$ cat src/rtl/regfile_wb_arbiter_if.sv
// rtl/regfile_wb_arbiter_if.sv - writeback arbiter bus bundle: ALU/LSU requests, register file write port, hazard lookup
interface regfile_wb_arbiter_if #(
    parameter int DATA_W     = 32,
    parameter int ADDR_W     = 5,
    parameter int FIFO_DEPTH = 2
);
    localparam int CNT_W = $clog2(FIFO_DEPTH) + 1;

    logic              alu_valid;
    logic              alu_ready;
    logic [ADDR_W-1:0] alu_rd;
    logic [DATA_W-1:0] alu_data;

    logic              lsu_valid;
    logic              lsu_ready;
    logic [ADDR_W-1:0] lsu_rd;
    logic [DATA_W-1:0] lsu_data;

    logic              rf_reg_write;
    logic [ADDR_W-1:0] rf_write_reg;
    logic [DATA_W-1:0] rf_write_data;

    logic [ADDR_W-1:0] chk_reg;
    logic              chk_pending;
    logic [CNT_W-1:0]  fifo_count;

    modport master (
        output alu_valid, alu_rd, alu_data,
        output lsu_valid, lsu_rd, lsu_data,
        output chk_reg,
        input  alu_ready, lsu_ready,
        input  rf_reg_write, rf_write_reg, rf_write_data,
        input  chk_pending, fifo_count
    );

    modport slave (
        input  alu_valid, alu_rd, alu_data,
        input  lsu_valid, lsu_rd, lsu_data,
        input  chk_reg,
        output alu_ready, lsu_ready,
        output rf_reg_write, rf_write_reg, rf_write_data,
        output chk_pending, fifo_count
    );
endinterface

$ cat src/rtl/regfile_wb_arbiter.sv
// rtl/regfile_wb_arbiter.sv - shares the register file write port between ALU and buffered LSU writeback
module regfile_wb_arbiter #(
    parameter int DATA_W       = 32,
    parameter int ADDR_W       = 5,
    parameter int FIFO_DEPTH   = 2,
    parameter int STARVE_LIMIT = 4
) (
    input  logic                 clk,
    input  logic                 reset_n,
    regfile_wb_arbiter_if.slave  bus
);
    localparam int PTR_W = (FIFO_DEPTH > 1) ? $clog2(FIFO_DEPTH) : 1;
    localparam int CNT_W = $clog2(FIFO_DEPTH) + 1;
    localparam int SC_W  = $clog2(STARVE_LIMIT + 1);

    typedef enum logic [0:0] {
        ST_NORMAL = 1'b0,
        ST_FORCE  = 1'b1
    } state_t;

    state_t            state;
    logic [SC_W-1:0]   starve_cnt;
    logic [SC_W-1:0]   starve_nxt;

    logic [ADDR_W-1:0] fifo_rd   [FIFO_DEPTH];
    logic [DATA_W-1:0] fifo_data [FIFO_DEPTH];
    logic [PTR_W-1:0]  wr_ptr;
    logic [PTR_W-1:0]  rd_ptr;
    logic [CNT_W-1:0]  count;

    logic              fifo_empty;
    logic              push;
    logic              pop;
    logic              alu_grant;
    logic              any_grant;
    logic [ADDR_W-1:0] grant_rd;
    logic [DATA_W-1:0] grant_data;

    logic              rf_we;
    logic [ADDR_W-1:0] rf_reg;
    logic [DATA_W-1:0] rf_data;

    logic [FIFO_DEPTH-1:0] ent_hit;

    assign fifo_empty    = (count == '0);
    assign bus.lsu_ready = reset_n && (count < CNT_W'(FIFO_DEPTH));
    assign bus.alu_ready = reset_n && (state == ST_NORMAL);

    assign push      = bus.lsu_valid && bus.lsu_ready;
    assign alu_grant = bus.alu_valid && bus.alu_ready;
    // The head is served whenever the ALU does not take the slot; in FORCE alu_ready is low.
    assign pop       = !fifo_empty && !alu_grant;
    assign any_grant = alu_grant || pop;

    assign grant_rd   = alu_grant ? bus.alu_rd   : fifo_rd[rd_ptr];
    assign grant_data = alu_grant ? bus.alu_data : fifo_data[rd_ptr];

    always_comb begin
        starve_nxt = starve_cnt;
        if (fifo_empty || pop) begin
            starve_nxt = '0;
        end else if (starve_cnt < SC_W'(STARVE_LIMIT)) begin
            starve_nxt = starve_cnt + SC_W'(1);
        end
    end

    always_ff @(posedge clk or negedge reset_n) begin
        if (!reset_n) begin
            wr_ptr <= '0;
            rd_ptr <= '0;
            count  <= '0;
            for (int i = 0; i < FIFO_DEPTH; i++) begin
                fifo_rd[i]   <= '0;
                fifo_data[i] <= '0;
            end
        end else begin
            if (push) begin
                fifo_rd[wr_ptr]   <= bus.lsu_rd;
                fifo_data[wr_ptr] <= bus.lsu_data;
                wr_ptr            <= wr_ptr + PTR_W'(1);
            end
            if (pop) begin
                rd_ptr <= rd_ptr + PTR_W'(1);
            end
            count <= count + CNT_W'(push) - CNT_W'(pop);
        end
    end

    // Arbitration state, starvation tracking and the registered write stage.
    always_ff @(posedge clk or negedge reset_n) begin
        if (!reset_n) begin
            state      <= ST_NORMAL;
            starve_cnt <= '0;
            rf_we      <= 1'b0;
            rf_reg     <= '0;
            rf_data    <= '0;
        end else begin
            starve_cnt <= starve_nxt;
            case (state)
                ST_NORMAL: begin
                    if (starve_nxt == SC_W'(STARVE_LIMIT)) begin
                        state <= ST_FORCE;
                    end
                end
                ST_FORCE: begin
                    if (pop || fifo_empty) begin
                        state <= ST_NORMAL;
                    end
                end
                default: state <= ST_NORMAL;
            endcase
            rf_we <= any_grant && (grant_rd != '0);
            if (any_grant) begin
                rf_reg  <= grant_rd;
                rf_data <= grant_data;
            end
        end
    end

    for (genvar g = 0; g < FIFO_DEPTH; g++) begin : g_hit
        logic [PTR_W-1:0] off;
        assign off        = PTR_W'(g) - rd_ptr;
        assign ent_hit[g] = ({1'b0, off} < count) && (fifo_rd[g] == bus.chk_reg);
    end

    assign bus.chk_pending   = (bus.chk_reg != '0) &&
                               ((|ent_hit) || (rf_we && (rf_reg == bus.chk_reg)));
    assign bus.fifo_count    = count;
    assign bus.rf_reg_write  = rf_we;
    assign bus.rf_write_reg  = rf_reg;
    assign bus.rf_write_data = rf_data;
endmodule

$ cat src/flat_wrapper.sv
// flat-port wrapper written by rule: the top's interface ports become plain ports
module regfile_wb_arbiter_flat 
#(
    parameter int DATA_W       = 32,
    parameter int ADDR_W       = 5,
    parameter int FIFO_DEPTH   = 2,
    parameter int STARVE_LIMIT = 4
)
  (clk, reset_n, bus_alu_valid, bus_alu_rd, bus_alu_data, bus_lsu_valid, bus_lsu_rd, bus_lsu_data, bus_chk_reg, bus_alu_ready, bus_lsu_ready, bus_rf_reg_write, bus_rf_write_reg, bus_rf_write_data, bus_chk_pending, bus_fifo_count);
  regfile_wb_arbiter_if #(.DATA_W(DATA_W), .ADDR_W(ADDR_W), .FIFO_DEPTH(FIFO_DEPTH)) bus_i ();
  input  logic clk;
  input  logic reset_n;
  input wire logic [$bits(bus_i.alu_valid)-1:0] bus_alu_valid;
  input wire logic [$bits(bus_i.alu_rd)-1:0] bus_alu_rd;
  input wire logic [$bits(bus_i.alu_data)-1:0] bus_alu_data;
  input wire logic [$bits(bus_i.lsu_valid)-1:0] bus_lsu_valid;
  input wire logic [$bits(bus_i.lsu_rd)-1:0] bus_lsu_rd;
  input wire logic [$bits(bus_i.lsu_data)-1:0] bus_lsu_data;
  input wire logic [$bits(bus_i.chk_reg)-1:0] bus_chk_reg;
  output wire logic [$bits(bus_i.alu_ready)-1:0] bus_alu_ready;
  output wire logic [$bits(bus_i.lsu_ready)-1:0] bus_lsu_ready;
  output wire logic [$bits(bus_i.rf_reg_write)-1:0] bus_rf_reg_write;
  output wire logic [$bits(bus_i.rf_write_reg)-1:0] bus_rf_write_reg;
  output wire logic [$bits(bus_i.rf_write_data)-1:0] bus_rf_write_data;
  output wire logic [$bits(bus_i.chk_pending)-1:0] bus_chk_pending;
  output wire logic [$bits(bus_i.fifo_count)-1:0] bus_fifo_count;
  assign bus_i.alu_valid = bus_alu_valid;
  assign bus_i.alu_rd = bus_alu_rd;
  assign bus_i.alu_data = bus_alu_data;
  assign bus_i.lsu_valid = bus_lsu_valid;
  assign bus_i.lsu_rd = bus_lsu_rd;
  assign bus_i.lsu_data = bus_lsu_data;
  assign bus_i.chk_reg = bus_chk_reg;
  assign bus_alu_ready = bus_i.alu_ready;
  assign bus_lsu_ready = bus_i.lsu_ready;
  assign bus_rf_reg_write = bus_i.rf_reg_write;
  assign bus_rf_write_reg = bus_i.rf_write_reg;
  assign bus_rf_write_data = bus_i.rf_write_data;
  assign bus_chk_pending = bus_i.chk_pending;
  assign bus_fifo_count = bus_i.fifo_count;
  regfile_wb_arbiter #(.DATA_W(DATA_W), .ADDR_W(ADDR_W), .FIFO_DEPTH(FIFO_DEPTH), .STARVE_LIMIT(STARVE_LIMIT)) u_core (.clk(clk), .reset_n(reset_n), .bus(bus_i));
endmodule
$ cat config.mk
export PLATFORM = sky130hd
export DESIGN_NAME = regfile_wb_arbiter_flat
export DESIGN_NICKNAME = d
export VERILOG_FILES = /design/src/rtl/regfile_wb_arbiter_if.sv /design/src/rtl/regfile_wb_arbiter.sv /design/src/flat_wrapper.sv
export SDC_FILE = /design/constraint.sdc
export NUM_CORES = 1
export LEC_CHECK = 0
export ABC_AREA = 1
export CORE_ASPECT_RATIO = 0.75
export CORE_MARGIN = 3
export CORE_UTILIZATION = 54
export DETAILED_ROUTE_END_ITERATION = 10
export PLACE_DENSITY = 0.87
export SKIP_LAST_GASP = 1
export SYNTH_ARGS = -nofsm -noshare
export SYNTH_HDL_FRONTEND = slang
export SYNTH_SLANG_ARGS = --single-unit
$ cat constraint.sdc
create_clock -name clk -period 4.4 [get_ports clk]
set_input_delay 1.1 -clock clk [delete_from_list [all_inputs] [get_ports clk]]
set_output_delay 1.1 -clock clk [all_outputs]
set_load 0.1 [all_outputs]
---- Word level (Yosys, flattened, before mapping) ----
Cells that the tools add are included.
storage, ports and cells
  flip-flop bits (word level) ............. 120
  latch bits .............................. 0
  bits in writable memories ............... 0
  bits in read-only memories .............. 0
  bits of input ports ..................... 83
  logic and storage cells ................. 72
  memories kept ........................... 0
cells by class
  add/sub/neg operators ................... 7
  multipliers ............................. 0
  divide/modulo/power cells ............... 0
  order comparisons ....................... 7
  equal/unequal tests ..................... 4
  shifts and indexed selects .............. 0
  muxes and demuxes ....................... 19
  bitwise gates (word level) .............. 3
  reductions and logical operators ........ 20
operator list
  operator                                                     count
  two-way mux 32 bit                                           5
  bitwise mux 64 bit                                           1
  demux 32 bit (select 1 bit)                                  1
  two-way mux 5 bit                                            5
  == test 5 bit                                                3
  logical AND 1 bit                                            11
  bitwise mux 10 bit                                           1
  nonzero test 5 bit                                           2
  two-way mux 3 bit                                            2
  demux 5 bit (select 1 bit)                                   1
  >= comparator 2 bit (second input constant)                  2
  less-than comparator 1 x 2 -> 1 bit                          2
  NOT 1 -> 2 bit                                               2
  adder 3 x 1 -> 3 bit (second input constant)                 1
  == test 3 bit (second input constant)                        1
  logical OR 1 bit                                             3
  less-than comparator 3 bit (second input constant)           1
  adder 1 bit (second input constant)                          2
  adder 2 x 1 -> 2 bit                                         1
  logical NOT 1 bit                                            2
  logical NOT 2 bit                                            1
  less-than comparator 2 x 1 -> 1 bit (second input constant)  1
  less-than comparator 2 bit (second input constant)           1
  two-way mux 1 bit                                            2
  other kinds (5)                                              6

---- Longest topological paths before layout ----
Gate-level depths: netlist of the first run.
  word-level depth ........................ 10
  gate-level depth with buffers ........... 11

---- Worst setup path before layout of the first run ----
No wires, ideal clock.
  kind .................................... register -> output
  start point ............................. register u_core.count[1] (netlist: u_core.bus.fifo_count[1])
  end point ............................... output bus_chk_pending
  arrival time ............................ 2.279 ns
  path slack .............................. 1.021 ns
  stages on the path, launching flop included .. 9
  cell sequence ........................... dfrtp_1 -> inv_1 -> nand2_1 -> nand2_1 -> nor2_1 -> nand3_1 -> nand3_1 -> nand2_1 -> inv_1
on the way
  longest elaborated chain between the ends .. 5
RTL lines
  what                                 RTL line                   source
  start, declared                      regfile_wb_arbiter.sv:29   logic [CNT_W-1:0] count;
  start signal, assigned               regfile_wb_arbiter.sv:85   count <= count + CNT_W'(push) - CNT_W'(pop);
  less-than comparator 1 x 2 -> 1 bit  regfile_wb_arbiter.sv:123  assign ent_hit[g] = ({1'b0, off} < count) && (fifo_rd[g] == bus.chk_reg);
  logical AND 1 bit                    regfile_wb_arbiter.sv:123
  OR reduction 2 bit *                 regfile_wb_arbiter.sv:127  ((|ent_hit) || (rf_we && (rf_reg == bus.chk_reg)));
  logical OR 1 bit *                   regfile_wb_arbiter.sv:127
  logical AND 1 bit *                  regfile_wb_arbiter.sv:126  assign bus.chk_pending = (bus.chk_reg != '0) &&
  end, declared                        flat_wrapper.sv:25         output wire logic [$bits(bus_i.chk_pending)-1:0] bus_chk_pending;
Every way passes the cells marked *; elsewhere a longest branch is shown, timed or not.

---- Worst setup path in the final report of the first run ----
  start point ............................. input bus_chk_reg[2]
  end point ............................... output bus_chk_pending
on the way
  longest elaborated chain between the ends .. 5
RTL lines
  what                 RTL line                   source
  start, declared      flat_wrapper.sv:19         input wire logic [$bits(bus_i.chk_reg)-1:0] bus_chk_reg;
  == test 5 bit        regfile_wb_arbiter.sv:123
  logical AND 1 bit    regfile_wb_arbiter.sv:123
  OR reduction 2 bit   regfile_wb_arbiter.sv:127
  logical OR 1 bit     regfile_wb_arbiter.sv:127
  logical AND 1 bit *  regfile_wb_arbiter.sv:126
Marked as above.

==> impl_metrics.tcl, run 1 <==
set metrics [dict create \
    ir_drop_mv 0.628 \
    ys_seq_elements 120 \
    whs_ns 0.482 \
    clock_latency_ns 0.41 \
    antenna_found_initial 0 \
    yosysWarnings 0 \
    dr_total_vias 4769 \
    grt_pass1_vias 4783 \
    p_leak_nw 3.66 \
    dr.pass1.iters 5 \
    end_kind "output pin" \
    dp_worst_setup_slack_ns 0.794 \
    cp_cell_sequence "clkdlybuf4s50_1 -> inv_1 -> nand2_1 -> nand2_1 -> nor2_1 -> nand3_1 -> nand3_1 -> nand2_1 -> inv_1 -> buf_12" \
    postSynthAreaPerCell_sq_um 8.93 \
    num_antenna_cells 0 \
    fin_tns_setup_ns 0 \
    grt_first_pass_wirelength_microns 23100 \
    grt_usage_pct 25.8 \
    ioPinCount 126 \
    core-area_sq_um 9850 \
    hold_viol_final 0 \
    drc 0 \
    cts-hold-fix-buffers 0 \
    cts_setup_buffers 0 \
    yosysSeqAreaShare_pct 53.7 \
    finalMaxSlewViolations 0 \
    setup_viol 0 \
    dp_hpwl_microns 8940 \
    gp_congestion 0.855 \
    slowest_delay_ns 0.55 \
    relSlewSlack_pct 33.7 \
    start_util_pct 56.7 \
    crit_top_cell "nand2_1" \
    hp-class "reg2reg" \
    largest_register_ffs 64 \
    path_buf_inv 4 \
    synth_area_leaders "dfrtp_1 54%, nand2_1 14%, mux2i_1 5.7%, inv_1 4.4%, o211ai_1 4.3%" \
    syn_nets 712 \
    crit_family "buffers and inverters" \
    cts_tree "done" \
    fmax_mhz 277 \
    crit-reg2reg-launch "u_core.state$_DFF_PN0_" \
    cts_resized 0 \
    path_max_fanout 5 \
    finalWirelength_microns 14100 \
    std_cell_rows 31 \
    top_register "u_core.fifo_data" \
    cts_root_buffer "clkbuf_16" \
    finalCritPeriodShare_pct 82.1 \
    area_growth_pct 35.5 \
    p_int_mw 3.58 \
    cts-buffers-inserted 17 \
    syn-cell-area_sq_um 5590 \
    skew_ns 0.0116 \
    clockBufferDepth 2 \
    maxCapViolCount 0 \
    period_needed_ns 3.61 \
    synth_cells 626 \
    switching_share_pct 45.8 \
    synth_cell_types 28 \
    cp.required_ns 3.30 \
    drtAntennaViolNets 0 \
    max_slew.worst_pin.slew_ns 0.991 \
    yosysTopAreaCell "dfrtp_1" \
    run_status "finished clean" \
    die-height_microns 94.1 \
    switchingPower_mw 3.02 \
    start_kind "input pin" \
    wire_per_inst_microns 15.9 \
    p_seq_share_pct 29.5 \
    cpMaxStageDelayCell "clkdlybuf4s50_1" \
    drive_gt1_share_pct 9.63 \
    power_density_nw_per_um2 873 \
    drt_iter0_drc 374 \
    clock_power_share_pct 23.9 \
    grt_overflow_total 0 \
    critPathKind "in2out" \
    crit_arrival_ns 2.51 \
    cp-startpoint "bus_chk_reg[2]" \
    viasPerCell 5.36 \
    port_buffers 125 \
    layout.nets 831 \
    grt_max_degree 76 \
    clock_sinks 120 \
    yosys.area.top_type_share_pct 53.7 \
    p_comb_share_pct 46.5 \
    die_w_microns 123 \
    setup_ws_ns 0.786 \
    dieArea_sq_um 11600 \
    htree_levels 4 \
    rsz0062_at_grt "no" \
    clk_pin_slew_ns 0.05 \
    worstHoldStart "u_core.fifo_data[29]$_DFFE_PN0P_" \
]
cell type report:
class                   instances  area (sq um)
fillers                       683          2280
repair buffers                131          1340
inverters                      70           263
well taps                     132           165
multi-input cells             405          2130
clock inverters                12           221
flip-flops and latches        120          3000
clock buffers                  20           457
cells in the final DEF, fill, tap and decap left out:
cell type	Yosys	final
inv_2	3	3
nand2_1	213	212
xor2_1	3	3
buf_4	4	6
nand3b_1	3	3
nand4_1	1	1
mux2i_1	32	32
inv_1	66	66
clkinv_4	0	1
ha_1	3	3
nor2_4	2	2
o211ai_1	32	32
nand3_1	7	7
clkinv_1	1	1
or2_4	1	1
clkbuf_8	0	2
bufinv_16	0	6
buf_12	0	4
xnor2_1	1	1
nor2_1	16	16
clkbuf_16	0	17
nand2_2	3	4
dfrtp_2	0	1
o21ai_0	45	45
clkbuf_1	1	1
nor3_1	1	1
dfrtp_1	120	119
clkdlybuf4s50_1	0	121
or2_2	1	1
o21ai_2	20	20
o21ai_1	20	20
a21oi_1	1	1
clkinv_2	0	2
clkinvlp_4	0	3
power groups by stage:
stage                     clock network [mW]  logic [mW]  registers [mW]
final                                   1.58        3.08            1.95
after global routing                    1.66        3.28            2.01
after CTS                               1.60        3.09            1.94
after detailed placement                   0        3.06            1.94
after global placement                     0        2.97            1.91
after floorplan                            0        1.14            3.10
cell usage after synthesis:
| library cell | count |
|---|---|
| a21oi_1 | 1 |
| buf_2 | 18 |
| buf_4 | 4 |
| buf_6 | 6 |
| clkbuf_1 | 1 |
| clkbuf_2 | 2 |
| clkinv_1 | 1 |
| dfrtp_1 | 120 |
| ha_1 | 3 |
| inv_1 | 66 |
| inv_2 | 3 |
| mux2i_1 | 32 |
| nand2_1 | 213 |
| nand2_2 | 3 |
| nand3_1 | 7 |
| nand3b_1 | 3 |
| nand4_1 | 1 |
| nor2_1 | 16 |
| nor2_4 | 2 |
| nor3_1 | 1 |
| o211ai_1 | 32 |
| o21ai_0 | 45 |
| o21ai_1 | 20 |
| o21ai_2 | 20 |
| or2_2 | 1 |
| or2_4 | 1 |
| xnor2_1 | 1 |
| xor2_1 | 3 |
tightest hold or removal path, delay by kind of cell, from the launching register on:
kind | cells | cell delay [ns]
simple gates | 1 | 0.05
flops | 1 | 0.34
compound gates | 1 | 0.06
layer usage:
metal | GRT usage (%) | vias to the layer above | wire, microns
li1 | - | 2240 | -
met5 | 0 | - | 0
met4 | 8.57 | 0 | 238
met1 | 34.3 | 2296 | 5940
met3 | 6.80 | 28 | 1120
met2 | 41.4 | 205 | 6840
kinds of logic after synthesis:
family / count (synthesis) / synth area share, %
XOR/XNOR: 4 / 0.627
AND/OR/NAND/NOR: 248 / 17.6
multiplexers: 32 / 5.73
buffers and inverters: 101 / 8.30
flip-flops: 120 / 53.7
AO/OA/AOI/OAI: 118 / 13.3
adder cells (fa/ha/maj): 3 / 0.672
path summary, 6_finish.rpt:
kind	end	cells after the start	slack, ns
min in group asynchronous	u_core.bus.rf_write_reg[3]$_DFFE_PN0P_	2	0.81
min	u_core.fifo_data[29]$_DFFE_PN0P_	2	0.48
max reg2reg	u_core.state$_DFF_PN0_	9	2.42
max	bus_chk_pending	10	0.79
max in group asynchronous	u_core.rd_ptr$_DFFE_PN0P_	3	2.22
min reg2reg	u_core.fifo_data[29]$_DFFE_PN0P_	2	0.48
per-stage QoR:
step / utilization (%) / cell area (sq um) / std cells / power (mW)
after floorplan: - / 5590 / 626 / 4.24
after global placement: 69.8 / 6870 / 857 / 4.89
after detailed placement: 69.8 / 6870 / 857 / 5.00
after CTS: 76.7 / 7550 / 889 / 6.63
after global routing: 76.9 / 7570 / 890 / 6.95
final: 76.9 / 7570 / 890 / 6.61
No activity file was read; power rests on OpenSTA's default activity.
==> run 2: changes to the inputs <==
--- a/config.mk
+++ b/config.mk
@@ -8,9 +8,9 @@
 export ABC_AREA = 1
 export CORE_ASPECT_RATIO = 0.75
 export CORE_MARGIN = 3
-export CORE_UTILIZATION = 54
+export CORE_UTILIZATION = 51
 export DETAILED_ROUTE_END_ITERATION = 10
-export PLACE_DENSITY = 0.87
+export PLACE_DENSITY = 0.83
 export SKIP_LAST_GASP = 1
 export SYNTH_ARGS = -nofsm -noshare
 export SYNTH_HDL_FRONTEND = slang
==> constraint.sdc (replaced) <==
create_clock -name clk -period 3.6 [get_ports clk]
set_input_delay 0.9 -clock clk [delete_from_list [all_inputs] [get_ports clk]]
set_output_delay 0.9 -clock clk [all_outputs]
set_load 0.1 [all_outputs]
==> run 2 against run 1 <==
  * Sequential power up 23%
  * Routed wire length down 1.2%
  * Critical path depth unchanged
  * Die area up 5.6%
  * Power up 19%
  * Worst hold slack about the same
  * Critical path type unchanged
  * Clock skew down 0.0038 ns
  * Global-route usage down 2.4 points
  * Clock power up 13%
  * Critical endpoint unchanged
  * Via count down 0.65%
  * Combinational power up 19%
  * Highest routed layer unchanged
  * Register-to-register slack worse by 0.75 ns
==> impl_metrics.tcl, run 2 (synthesis gave the netlist of run 1 again) <==
set metrics [dict create \
    whs_path_depth 2 \
    cts_resized 0 \
    drtAntennaViolNets 0 \
    crit_arrival_ns 2.44 \
    die-height_microns 96.7 \
    cpMaxStageDelayCell "clkdlybuf4s50_1" \
    wire_per_inst_microns 15.6 \
    top_register "u_core.fifo_data" \
    largest_register_ffs 64 \
    p_int_mw 4.20 \
    p_comb_share_pct 46.8 \
    dr_total_vias 4738 \
    cp.required_ns 2.70 \
    grt_pass1_vias 4834 \
    drive_gt1_share_pct 13.1 \
    clock_latency_ns 0.41 \
    end_kind "output pin" \
    port_buffers 125 \
    clock_sinks 120 \
    switchingPower_mw 3.66 \
    crit_top_cell "nand2_1" \
    critPathKind "in2out" \
    dp_hpwl_microns 9200 \
    clk_pin_slew_ns 0.05 \
    grt_usage_pct 23.4 \
    area_growth_pct 33.3 \
    clockBufferDepth 2 \
    finalWirelength_microns 14000 \
    p_leak_nw 3.68 \
    p_seq_share_pct 30.5 \
    cts-hold-fix-buffers 0 \
    ioPinCount 126 \
    numPlacedInstances 862 \
    nFillCells 766 \
    fmax_mhz 299 \
    max_slew.worst_pin.slew_ns 0.979 \
    antenna_found_initial 0 \
    relSlewSlack_pct 34.5 \
    num_antenna_cells 0 \
    slowest_delay_ns 0.57 \
    fin_tns_setup_ns 0 \
    switching_share_pct 46.5 \
    finalCritPeriodShare_pct 92.8 \
    instances_no_fill 894 \
    period_needed_ns 3.34 \
    gp_congestion 0.916 \
    run_status "finished clean" \
    cts_root_buffer "clkbuf_16" \
    dr.pass1.iters 5 \
    std_cell_rows 32 \
    viasPerCell 5.30 \
    ir_drop_mv 0.637 \
    cp_cell_sequence "clkdlybuf4s50_1 -> inv_1 -> nand2_1 -> nand2_1 -> nor2_1 -> nand3_1 -> nand3_1 -> nand2_1 -> inv_1 -> buf_12" \
    reg2reg_slack_ns 1.67 \
    die_w_microns 127 \
    cts_tree "done" \
    htree_levels 4 \
    start_util_pct 53.3 \
    clock_power_share_pct 22.6 \
    core-area_sq_um 10500 \
    mostFrequentLayoutCells "212 x nand2_1, 119 x dfrtp_1, 92 x clkdlybuf4s50_1, 66 x inv_1, 45 x o21ai_0" \
    finalMaxSlewViolations 0 \
    skew_ns 0.00783 \
    cts-buffers-inserted 17 \
    rsz0062_at_grt "no" \
    start_kind "input pin" \
    hp-class "reg2reg" \
    dieArea_sq_um 12300 \
    path_max_fanout 4 \
    r2r_cells 8 \
    maxCapViolCount 0 \
    power_density_nw_per_um2 1050 \
    layout.nets 831 \
    drt_iter0_drc 441 \
    setup_viol 0 \
    grt_overflow_total 0 \
    drc 0 \
    grt_first_pass_wirelength_microns 23100 \
    hold_viol_final 0 \
    grt_max_degree 76 \
    cts_setup_buffers 0 \
    layout_commonest_cell "nand2_1" \
]
-- run 2: changes by cell type in the layout (fill, tap and decap cells not counted), sizes merged --
cell,before,now
buf,10,39
bufinv,6,4
clkbuf,20,24
clkdlybuf4s50,121,92
clkinvlp,3,1
-- run 2: worst paths after layout --
check | from | to
worst max register to register | u_core.rd_ptr$_DFFE_PN0P_ | u_core.bus.rf_reg_write$_DFF_PN0_
min in group asynchronous | reset_n | u_core.fifo_rd[1]$_DFFE_PN0P_
worst min-delay path | u_core.fifo_data[0]$_DFFE_PN0P_ | u_core.fifo_data[0]$_DFFE_PN0P_
worst min register to register | u_core.fifo_data[0]$_DFFE_PN0P_ | u_core.fifo_data[0]$_DFFE_PN0P_
max in group asynchronous | reset_n | u_core.fifo_data[9]$_DFFE_PN0P_
worst max-delay path | bus_chk_reg[1] | bus_chk_pending
-- run 2: per-layer routing --
layer / routed length [microns] / track usage [%] / vias to the layer above
met5: 0 / 0 / -
met4: 277 / 9.89 / 0
met3: 1030 / 5.68 / 31
met2: 6690 / 36.7 / 191
met1: 5970 / 31.3 / 2268
li1: - / - / 2248
-- run 2: worst max-delay path: cells and delay by family --
family                 cells  cell delay, ns
buffers and inverters      4            0.95
and+or+nand+nor            6            0.59
-- run 2: power groups by stage --
stage / combinational [mW] / clock (mW) / sequential, mW
global route: 3.93 / 1.86 / 2.47
finish: 3.68 / 1.78 / 2.40
floorplan: 1.39 / 0 / 3.79
detailed placement: 3.67 / 0 / 2.40
CTS: 3.70 / 1.80 / 2.40
global placement: 3.58 / 0 / 2.36
-- run 2: area by class of cell --
type	count	area, sq um	share of cell area [%]
multi-input combinational	405	2130	28.5
inverter	70	263	3.53
tap	136	170	2.28
sequential	120	3000	40.3
clock buffer	24	482	6.47
clock inverter	8	143	1.91
timing repair buffer	131	1260	17.0
-- run 2: through the flow --
step / util, % / hold slack (ns) / setup slack, ns / area (sq um) / total power [mW]
after global routing: 71.0 / 0.490 / 0.199 / 7450 / 8.26
after floorplan: - / 0.452 / 0.421 / 5590 / 5.18
final: 71.0 / 0.482 / 0.259 / 7450 / 7.86
after CTS: 71.0 / 0.484 / 0.284 / 7450 / 7.90
after detailed placement: 65.1 / 0.471 / 0.319 / 6830 / 6.08
after global placement: 65.1 / 0.463 / 0.501 / 6830 / 5.94
==> run 3: changes to the inputs <==
--- a/config.mk
+++ b/config.mk
@@ -5,9 +5,8 @@
 export SDC_FILE = /design/constraint.sdc
 export NUM_CORES = 1
 export LEC_CHECK = 0
-export ABC_AREA = 1
 export CORE_ASPECT_RATIO = 0.75
-export CORE_MARGIN = 3
+export CORE_MARGIN = 5
 export CORE_UTILIZATION = 51
 export DETAILED_ROUTE_END_ITERATION = 10
 export PLACE_DENSITY = 0.83
==> run 3 against run 2 <==
  * Final cell count is 17% lower
  * Synthesized area is 0.13% lower
  * Worst hold slack worse by 0.17 ns
  * Clock power is 3% lower
  * Power is 4.4% higher
  * Synthesized cell count is 26% lower
==> impl_metrics.tcl, run 3 <==
set metrics [dict create \
    core-area_sq_um 10800 \
    dr.pass1.iters 4 \
    yosys.area.top_type_share_pct 53.8 \
    drive_gt1_share_pct 26.7 \
    max_slew.worst_pin.slew_ns 0.970 \
    cts_setup_buffers 0 \
    antenna_found_initial 0 \
    total_power_mw 8.21 \
    p_comb_share_pct 48.5 \
    clockBufferDepth 2 \
    top_register "u_core.fifo_data" \
    path_buf_inv 2 \
    fin_tns_setup_ns 0 \
    power_density_nw_per_um2 1100 \
    drt_iter0_drc 258 \
    yosysWarnings 0 \
    finalMaxSlewViolations 0 \
    clock_power_share_pct 21.0 \
    yosysSeqAreaShare_pct 53.8 \
    p_leak_nw 3.35 \
    nFillCells 784 \
    whs_ns 0.314 \
    largest_register_ffs 64 \
    layout_commonest_cell "dfrtp_1" \
    fin_area_sq_um 7450 \
    switching_share_pct 45.2 \
    slowest_delay_ns 0.51 \
    switchingPower_mw 3.71 \
    start_util_pct 51.6 \
    maxCapViolCount 0 \
    drtAntennaViolNets 0 \
    grt_overflow_total 0 \
    syn_nets 549 \
    setup_viol 0 \
    postSynthAreaPerCell_sq_um 12.1 \
    synth_cell_types 34 \
    viasPerCell 5.29 \
    ioPinCount 126 \
    ir_drop_mv 0.753 \
    cts_tree "done" \
    synth_area_leaders "dfrtp_1 54%, mux2_2 8.9%, mux2_4 8.1%, mux2i_1 6.8%, a21oi_1 3.5%" \
    cts_root_buffer "clkbuf_16" \
    cpMaxStageDelayCell "clkdlybuf4s50_1" \
    synth_common_cells "120 x dfrtp_1, 45 x nor2_1, 44 x mux2_2" \
    wire_per_inst_microns 17.4 \
    die_w_microns 131 \
    hp-class "in2async" \
    cts_resized 0 \
    clock_latency_ns 0.40 \
    end_kind "output pin" \
    dpl_cell_area_sq_um 6840 \
    mostFrequentLayoutCells "119 x dfrtp_1, 89 x clkdlybuf4s50_1, 44 x nor2_1, 44 x mux2_2, 41 x buf_4" \
    hold_viol_final 0 \
    synth_cells 463 \
    grt_first_pass_wirelength_microns 21100 \
    dieArea_sq_um 13200 \
    relSlewSlack_pct 35.1 \
    htree_levels 4 \
    path_max_fanout 4 \
    dp_hpwl_microns 8850 \
    crit_arrival_ns 2.52 \
    synth_edf_count 0 \
    cts-buffers-inserted 17 \
    gp_congestion 0.786 \
    clk_pin_slew_ns 0.05 \
    die-height_microns 101 \
    fmax_mhz 292 \
    p_int_mw 4.49 \
    rsz0062_at_grt "no" \
    cp_cell_sequence "clkdlybuf4s50_1 -> xor2_1 -> nor4_1 -> a31oi_1 -> a21oi_2 -> buf_12" \
    syn-cell-area_sq_um 5580 \
    ys.flop_type "dfrtp_1" \
    port_buffers 125 \
    ys_seq_elements 120 \
    start_kind "input pin" \
    synthArstFlopShare_pct 100 \
    p_seq_share_pct 30.4 \
    finalCritPeriodShare_pct 95.0 \
    regArea_sq_um 3000 \
    run_status "finished clean" \
    critPathKind "in2out" \
    layout.nets 673 \
    grt_pass1_vias 4154 \
    std_cell_rows 33 \
    period_needed_ns 3.42 \
    dr_total_vias 3915 \
    skew_ns 0.00688 \
    grt_max_degree 65 \
    yosysTopAreaCell "dfrtp_1" \
    finalWirelength_microns 12900 \
    grt_usage_pct 20.5 \
    num_antenna_cells 0 \
    clock_sinks 120 \
    cts-hold-fix-buffers 0 \
    crit_family "buffers and inverters" \
    synth.most_common_cell "dfrtp_1" \
    multi_input_area_sq_um 2380 \
    area_growth_pct 33.5 \
    cp.required_ns 2.70 \
    drc 0 \
]
run 3: cell types whose count changed in the layout (fill, tap and decap cells not counted), sizes merged, moves of 7 or more:
| cell | change |
|---|---|
| o21ai | -48 |
| inv | -65 |
| o211ai | -32 |
| nor2 | +27 |
| xor2 | +9 |
| mux2 | +74 |
| a21oi | +38 |
| xnor2 | +7 |
| nand2 | -177 |
run 3: metrics by stage:
stage	util (%)	cells	worst slack [ns]
finish	68.9	740	0.179
global route	68.9	740	0.0370
floorplan	-	463	0.296
CTS	68.9	740	0.186
global placement	63.2	708	0.327
detailed placement	63.2	708	0.189
run 3: layout make-up:
class | instances | area share (%)
Timing Repair Buffer | 134 | 17.2
Multi-Input combinational cell | 312 | 31.9
Sequential cell | 120 | 40.3
Tap cell | 140 | 2.35
Clock inverter | 14 | 2.33
Inverter | 2 | 0.101
Clock buffer | 18 | 5.89
run 3: cell families (layout without fill, tap and decap cells):
kind of cell,count (synthesis),after routing,synth area share (%)
DFF,120,120,53.8
muxes,112,112,23.8
adders and majority gates,3,3,0.672
AOI/OAI and AO/OA,79,79,7.19
xor gates and xnor gates,20,20,3.14
and+or+nand+nor,98,98,7.58
buffers and inverters,31,168,3.88
run 3: routing by layer:
layer | up-vias | wire [microns] | track usage, %
met5 | - | 0 | 0
met4 | 0 | 37 | 4.27
met3 | 10 | 840 | 6.30
met2 | 120 | 5990 | 31.7
met1 | 1942 | 6020 | 28.7
li1 | 1843 | - | -
run 3: power by group through the flow:
stage	sequential, mW	combinational, mW	clock [mW]
finish	2.50	3.98	1.73
detailed placement	2.51	3.99	0
floorplan	3.89	1.66	0
global placement	2.47	3.91	0
CTS	2.49	4.02	1.76
global route	2.58	4.24	1.82
run 3: worst paths after layout:
check                                                         from                               end  slack (ns)  cells past startpoint
max in group asynchronous                                  reset_n  u_core.fifo_data[16]$_DFFE_PN0P_        1.96                      3
worst max register to register  u_core.bus.fifo_count[1]$_DFF_PN0_  u_core.fifo_data[34]$_DFFE_PN0P_        1.48                      5
worst min-delay path                                       reset_n            u_core.state$_DFF_PN0_        0.31                      1
worst min register to register              u_core.state$_DFF_PN0_            u_core.state$_DFF_PN0_        0.46                      1
min in group clk                            u_core.state$_DFF_PN0_            u_core.state$_DFF_PN0_        0.46                      1
worst max-delay path                                bus_chk_reg[2]                   bus_chk_pending        0.18                      6
